$ cat config.mk
export PLATFORM = sky130hd
export DESIGN_NAME = instruction_fetch_unit
export DESIGN_NICKNAME = d
export VERILOG_FILES = /design/src/rtl/instruction_fetch_unit_pkg.sv /design/src/rtl/instruction_fetch_unit_if_id_reg.sv /design/src/rtl/instruction_fetch_unit.sv
export SDC_FILE = /design/constraint.sdc
export NUM_CORES = 1
export LEC_CHECK = 0
export ABC_AREA = 1
export BUFFER_PORTS_ARGS = -buffer_cell sky130_fd_sc_hd__buf_2
export CAP_MARGIN = 0
export CORE_UTILIZATION = 47
export DETAILED_ROUTE_END_ITERATION = 8
export PLACE_DENSITY_LB_ADDON = 0.2
export SLEW_MARGIN = 15
export SYNTH_ARGS = -nofsm -noshare
export SYNTH_HDL_FRONTEND = slang
export SYNTH_SLANG_ARGS = --single-unit
$ cat constraint.sdc
create_clock -name clk -period 3.4 [get_ports clk]
set_input_delay 0 -clock clk [delete_from_list [all_inputs] [get_ports clk]]
set_output_delay 0 -clock clk [all_outputs]
set_load 0.05 [all_outputs]
$ cat src/rtl/instruction_fetch_unit_pkg.sv
// rtl/instruction_fetch_unit_pkg.sv - opcodes, FSM encoding and predecode helper for the IF stage
package instruction_fetch_unit_pkg;

    localparam logic [5:0] OP_RTYPE = 6'b000000;
    localparam logic [5:0] OP_J     = 6'b000010;
    localparam logic [5:0] OP_JAL   = 6'b000011;
    localparam logic [5:0] OP_BEQ   = 6'b000100;
    localparam logic [5:0] OP_BNE   = 6'b000101;

    typedef enum logic [1:0] {
        S_BOOT = 2'd0,
        S_RUN  = 2'd1,
        S_HALT = 2'd2
    } ifu_state_t;

    // True for the two unconditional jumps resolved locally in fetch
    function automatic logic is_jump_op(input logic [31:0] instr);
        return (instr[31:26] == OP_J) || (instr[31:26] == OP_JAL);
    endfunction

endpackage

$ cat src/rtl/instruction_fetch_unit_if_id_reg.sv
// rtl/instruction_fetch_unit_if_id_reg.sv - IF/ID pipeline register with load/hold/clear
module if_id_reg
    import instruction_fetch_unit_pkg::*;
(
    input  logic        clk,
    input  logic        reset,
    input  logic        load,
    input  logic        clear,
    input  logic [31:0] instr,
    input  logic [31:0] pc,
    output logic [31:0] if_id_instr,
    output logic [31:0] if_id_pc,
    output logic [31:0] if_id_pc_plus1,
    output logic        if_id_valid
);

    // Clear only drops valid so decode ignores stale fields; load captures a new word
    always_ff @(posedge clk or posedge reset) begin
        if (reset) begin
            if_id_instr    <= 32'd0;
            if_id_pc       <= 32'd0;
            if_id_pc_plus1 <= 32'd0;
            if_id_valid    <= 1'b0;
        end else if (clear) begin
            if_id_valid    <= 1'b0;
        end else if (load) begin
            if_id_instr    <= instr;
            if_id_pc       <= pc;
            if_id_pc_plus1 <= pc + 32'd1;
            if_id_valid    <= 1'b1;
        end
    end

endmodule

$ cat src/rtl/instruction_fetch_unit.sv
// rtl/instruction_fetch_unit.sv - IF stage: PC, J/JAL predecode, halt on range; optional IFU_PERF_CNT_EN counters
module instruction_fetch_unit
    import instruction_fetch_unit_pkg::*;
#(
    parameter logic [31:0] PC_RESET = 32'd0,
    parameter logic [31:0] PC_LIMIT = 32'd255
) (
    input  logic        clk,
    input  logic        reset,
    output logic [31:0] imem_addr,
    input  logic [31:0] imem_instr,
    input  logic        stall,
    input  logic        flush,
    input  logic        redirect_valid,
    input  logic [31:0] redirect_target,
    output logic [31:0] if_id_instr,
    output logic [31:0] if_id_pc,
    output logic [31:0] if_id_pc_plus1,
    output logic        if_id_valid,
`ifdef IFU_PERF_CNT_EN
    output logic [31:0] fetch_count,
    output logic [31:0] stall_count,
`endif
    output logic        halted
);

    ifu_state_t  state;
    logic [31:0] pc;
    logic [31:0] pc_plus1;
    logic [31:0] next_pc;
    logic        load;
    logic        clear;
    logic        stall_edge;

    assign imem_addr = pc;
    assign pc_plus1  = pc + 32'd1;
    // Jumps keep the top six bits of the sequential PC and take the 26-bit field
    assign next_pc   = is_jump_op(imem_instr) ? {pc_plus1[31:26], imem_instr[25:0]} : pc_plus1;

    // IF/ID controls derived from state and the redirect > range > flush > stall priority
    always_comb begin
        load  = 1'b0;
        clear = 1'b0;
        case (state)
            S_RUN: begin
                if (redirect_valid || (pc > PC_LIMIT) || flush) begin
                    clear = 1'b1;
                end else if (!stall) begin
                    load = 1'b1;
                end
            end
            S_HALT:  clear = 1'b1;
            default: ;
        endcase
    end

    assign stall_edge = (state == S_RUN) && stall && !redirect_valid && !flush;

    // Fetch FSM: owns PC and the registered halted flag
    always_ff @(posedge clk or posedge reset) begin
        if (reset) begin
            state  <= S_BOOT;
            pc     <= PC_RESET;
            halted <= 1'b0;
        end else begin
            case (state)
                S_BOOT: state <= S_RUN;
                S_RUN: begin
                    if (redirect_valid) begin
                        pc <= redirect_target;
                    end else if (pc > PC_LIMIT) begin
                        // an out-of-range redirect landed last edge
                        state  <= S_HALT;
                        halted <= 1'b1;
                    end else if (!flush && !stall) begin
                        if (next_pc > PC_LIMIT) begin
                            state  <= S_HALT;
                            halted <= 1'b1;
                        end else begin
                            pc <= next_pc;
                        end
                    end
                end
                S_HALT: begin
                    if (redirect_valid && (redirect_target <= PC_LIMIT)) begin
                        pc     <= redirect_target;
                        halted <= 1'b0;
                        state  <= S_RUN;
                    end
                end
                default: state <= S_BOOT;
            endcase
        end
    end

    if_id_reg u_if_id_reg (
        .clk            (clk),
        .reset          (reset),
        .load           (load),
        .clear          (clear),
        .instr          (imem_instr),
        .pc             (pc),
        .if_id_instr    (if_id_instr),
        .if_id_pc       (if_id_pc),
        .if_id_pc_plus1 (if_id_pc_plus1),
        .if_id_valid    (if_id_valid)
    );

`ifdef IFU_PERF_CNT_EN
    // Fetch counter counts real captures; stall counter saturates
    always_ff @(posedge clk or posedge reset) begin
        if (reset) begin
            fetch_count <= 32'd0;
            stall_count <= 32'd0;
        end else begin
            if (load) begin
                fetch_count <= fetch_count + 32'd1;
            end
            if (stall_edge && (stall_count != 32'hFFFF_FFFF)) begin
                stall_count <= stall_count + 32'd1;
            end
        end
    end
`else
    logic unused_stall_edge;
    assign unused_stall_edge = stall_edge;
`endif

endmodule

==> metrics.txt <==
multi-input logic area=2959 um2; FF+latch count, synth=around 130; Root Driver=clkbuf_16; Syn. warnings=0; # clock sinks=132; post-synthesis sequential area ratio=between 40% and 50%; first-pass GRT wire length=about 34000 um; H-tree levels=4; Max Slew Vio Count=0; worst skew pair latency=0.42 ns; synth top area cells=dfrtp_1 48%, nand2_1 23%, inv_1 5.7%, nand3_1 4.6%, nor2_1 3.7%; grt total ovfl=0; die area=about 15000 um2; final cell count without fillers=between 1k and 1.5k; crit share post-route=between 80% and 90%; TritonRoute pass-1 iters=5; Slowest cell on crit path=dfrtp_1; DR vias=approximately 7k; Num CTS Buffers=17; Final Instance Area=~9000 um2; number of remaining DRC errors=0; remaining antenna violation count=0; WL per Instance=between 15 and 20 um; vias in the first global route=~6.7k; Max FO, Critical Path=23; top-level port count=slightly below 200; horizontal die dimension=around 120 um; core area=between 10000 and 15000 um2; share of cells above drive strength 1=between 20% and 30%; VDD IR max=594.9 uV; Register Area=about 3300 um2; clock-pin slew on the worst setup and hold paths=0.06 ns; most common cell after layout, fill and taps aside=nand2_1; Setup Buffers After CTS=0; share of the synthesized area in the top cell type=between 40% and 50%; clock skew=~0.0069 ns; largest net degree at the start of global routing=~130; status=completed; Final Critical Period=~3 ns; leakage=roughly 5.4 nW; crit path kind=reg -> reg; Yosys cell types=34; placed cells=about 1.3k; worst reg-to-reg path cell count=18; Post-Syn Area per Cell=between 7 and 8 um2; Yosys top cell by area=dfrtp_1; most frequent cells in the layout=417 x nand2_1, 198 x buf_2, 132 x dfrtp_1, 103 x inv_1, 67 x nor2_1; RSZ-0062 raised after global routing=false; TritonCTS clock tree=done; setup_tns=0 ns; worst slew pin tran=between 1 and 1.5 ns; die height=between 100 and 150 um; Critical Path AT=approximately 3.3 ns; Initial Util=48.57%; nets=between 1k and 1.5k; Hold Path Class=in -> reg; Most common cell on crit path=nand2_1; Max Fclk=339.6 MHz; routability cong.=~0.98; Post-Synthesis Cell Area=between 6000 and 7000 um2; initial antenna violation count=0; Post-Syn Instances=between 900 and 1k; final hold vios=0; WL final=around 22000 um; Critical Path Start Type=flip-flop; via/cell ratio=just over 5; dpl cell area=7994 um2; Worst Hold Depth=5; Max Cap Viol=0; worst relative slew slack=26.52%; Syn-to-layout area delta=34.38%; Critical Path RT=around 3.8 ns; DPL Wire Length=about 15000 um; crit-path max cell delay=roughly 0.45 ns; Pwr per Cell Area=about 720 nW/um2; Synth Net Count=between 1k and 1.5k; final setup violation count=0; critical path cell sequence=ha_1 -> inv_1 -> nor2_4 -> nand2_4 -> nor2_4 -> nand2_1 -> nand2_1 -> nand3_1 -> nand2_1 -> nand2_1 -> nor2_1 -> nand2_1 -> nor2_2 -> nand3_2 -> nand2_4 -> buf_4 -> nand3_1 -> nand2_1; Rows=between 40 and 50; Fill cells=around 1.3k; n_diodes=0; First DRT Iteration DRCs=~560; crit end category=flip-flop; maximum clock insertion buffer count=2; all-layer global routing usage=a little under 30%; I/O Buffers=198
[flip-flops by register name (all words and copies together) (netlist names)]
name / cells
halted: 1
imem_addr: 32
state: 2
u_if_id_reg.if_id_instr: 32
u_if_id_reg.if_id_pc: 32
u_if_id_reg.if_id_pc_plus1: 32
u_if_id_reg.if_id_valid: 1
[metrics by stage]
step	hold WS (ns)	total power [W]	util, %	setup slack, ns
final	0.01127	0.006576	65.27	0.4550
after floorplan	0.1096	0.003962	-	0.8130
after detailed placement	0.2193	0.004665	56.93	0.4916
after CTS	0.0009287	0.006569	65.27	0.4536
after global routing	0.03164	0.006937	65.27	0.2242
after global placement	0.2034	0.004638	56.93	0.5353
[synthesized netlist by cell type (all sizes together)]
cell,instances
clkbuf,22
nand3b,6
xnor2,2
nand4,8
nor4,9
inv,106
a211oi,2
ha,4
o211ai,3
buf,13
a41oi,1
nor3,2
dfrtp,132
a31oi,8
o21ai,42
nand3,64
a21oi,6
nand2,423
clkinv,1
o311ai,1
xor2,5
or2,1
nor2,81
[cell type report]
class / count / share of cell area [%]
clock buffer: 19 / 4.833
inverter: 107 / 4.423
tap: 180 / 2.457
timing repair buffer: 269 / 18.35
multi-input combinational: 668 / 32.29
clock inverter: 13 / 1.611
sequential: 132 / 36.04
[path summary, 6_finish.rpt]
check	startpoint	end	slack (ns)
min	redirect_target[9]	imem_addr[9]	0.01
max in group asynchronous	reset	imem_addr[16]	2.56
max	imem_addr[1]	imem_addr[21]	0.45
min reg2reg	u_if_id_reg.if_id_pc[27]	u_if_id_reg.if_id_pc[27]	0.46
max reg2reg	imem_addr[1]	imem_addr[21]	0.45
min in group asynchronous	reset	u_if_id_reg.if_id_instr[0]	0.35
[power breakdown]
group,switching [W],total (W),leakage (nW),internal (W)
clock network,0.000732,0.00184,0.282,0.00111
logic,0.00188,0.00260,3.34,0.000717
registers,0.000351,0.00214,1.78,0.00179
[critical path: cells and delay by family (launching register included)]
family / cells / cell delay (ns)
flip-flops: 1 / 0.45
AND/OR/NAND/NOR: 15 / 1.74
adder cells (fa/ha/maj): 1 / 0.26
buffers and inverters: 2 / 0.43
[metal layers]
layer | GRT usage (%) | vias up | wire length (um)
met5 | 0 | - | 0
met4 | 12.27 | 0 | 649
met3 | 5.855 | 40 | 1396
met2 | 48.46 | 270 | 10100
met1 | 38.97 | 3264 | 9412
li1 | - | 3417 | -
[timing repair]
item | CTS | global route
gates resized for setup | 0 | 0
hold endpoints to repair | 189 | 0
endpoints found under the setup margin | 0 | 0
hold buffers | 58 | 0
[logic make-up after synthesis]
family / count (synthesis) / synth area share, %
simple gates: 594 / 36.40
xor+xnor: 7 / 0.8989
buf+inv: 142 / 8.402
fa+ha+maj: 4 / 0.7338
compound gates: 63 / 5.137
flops: 132 / 48.43
(Power assumes the default switching activity.)
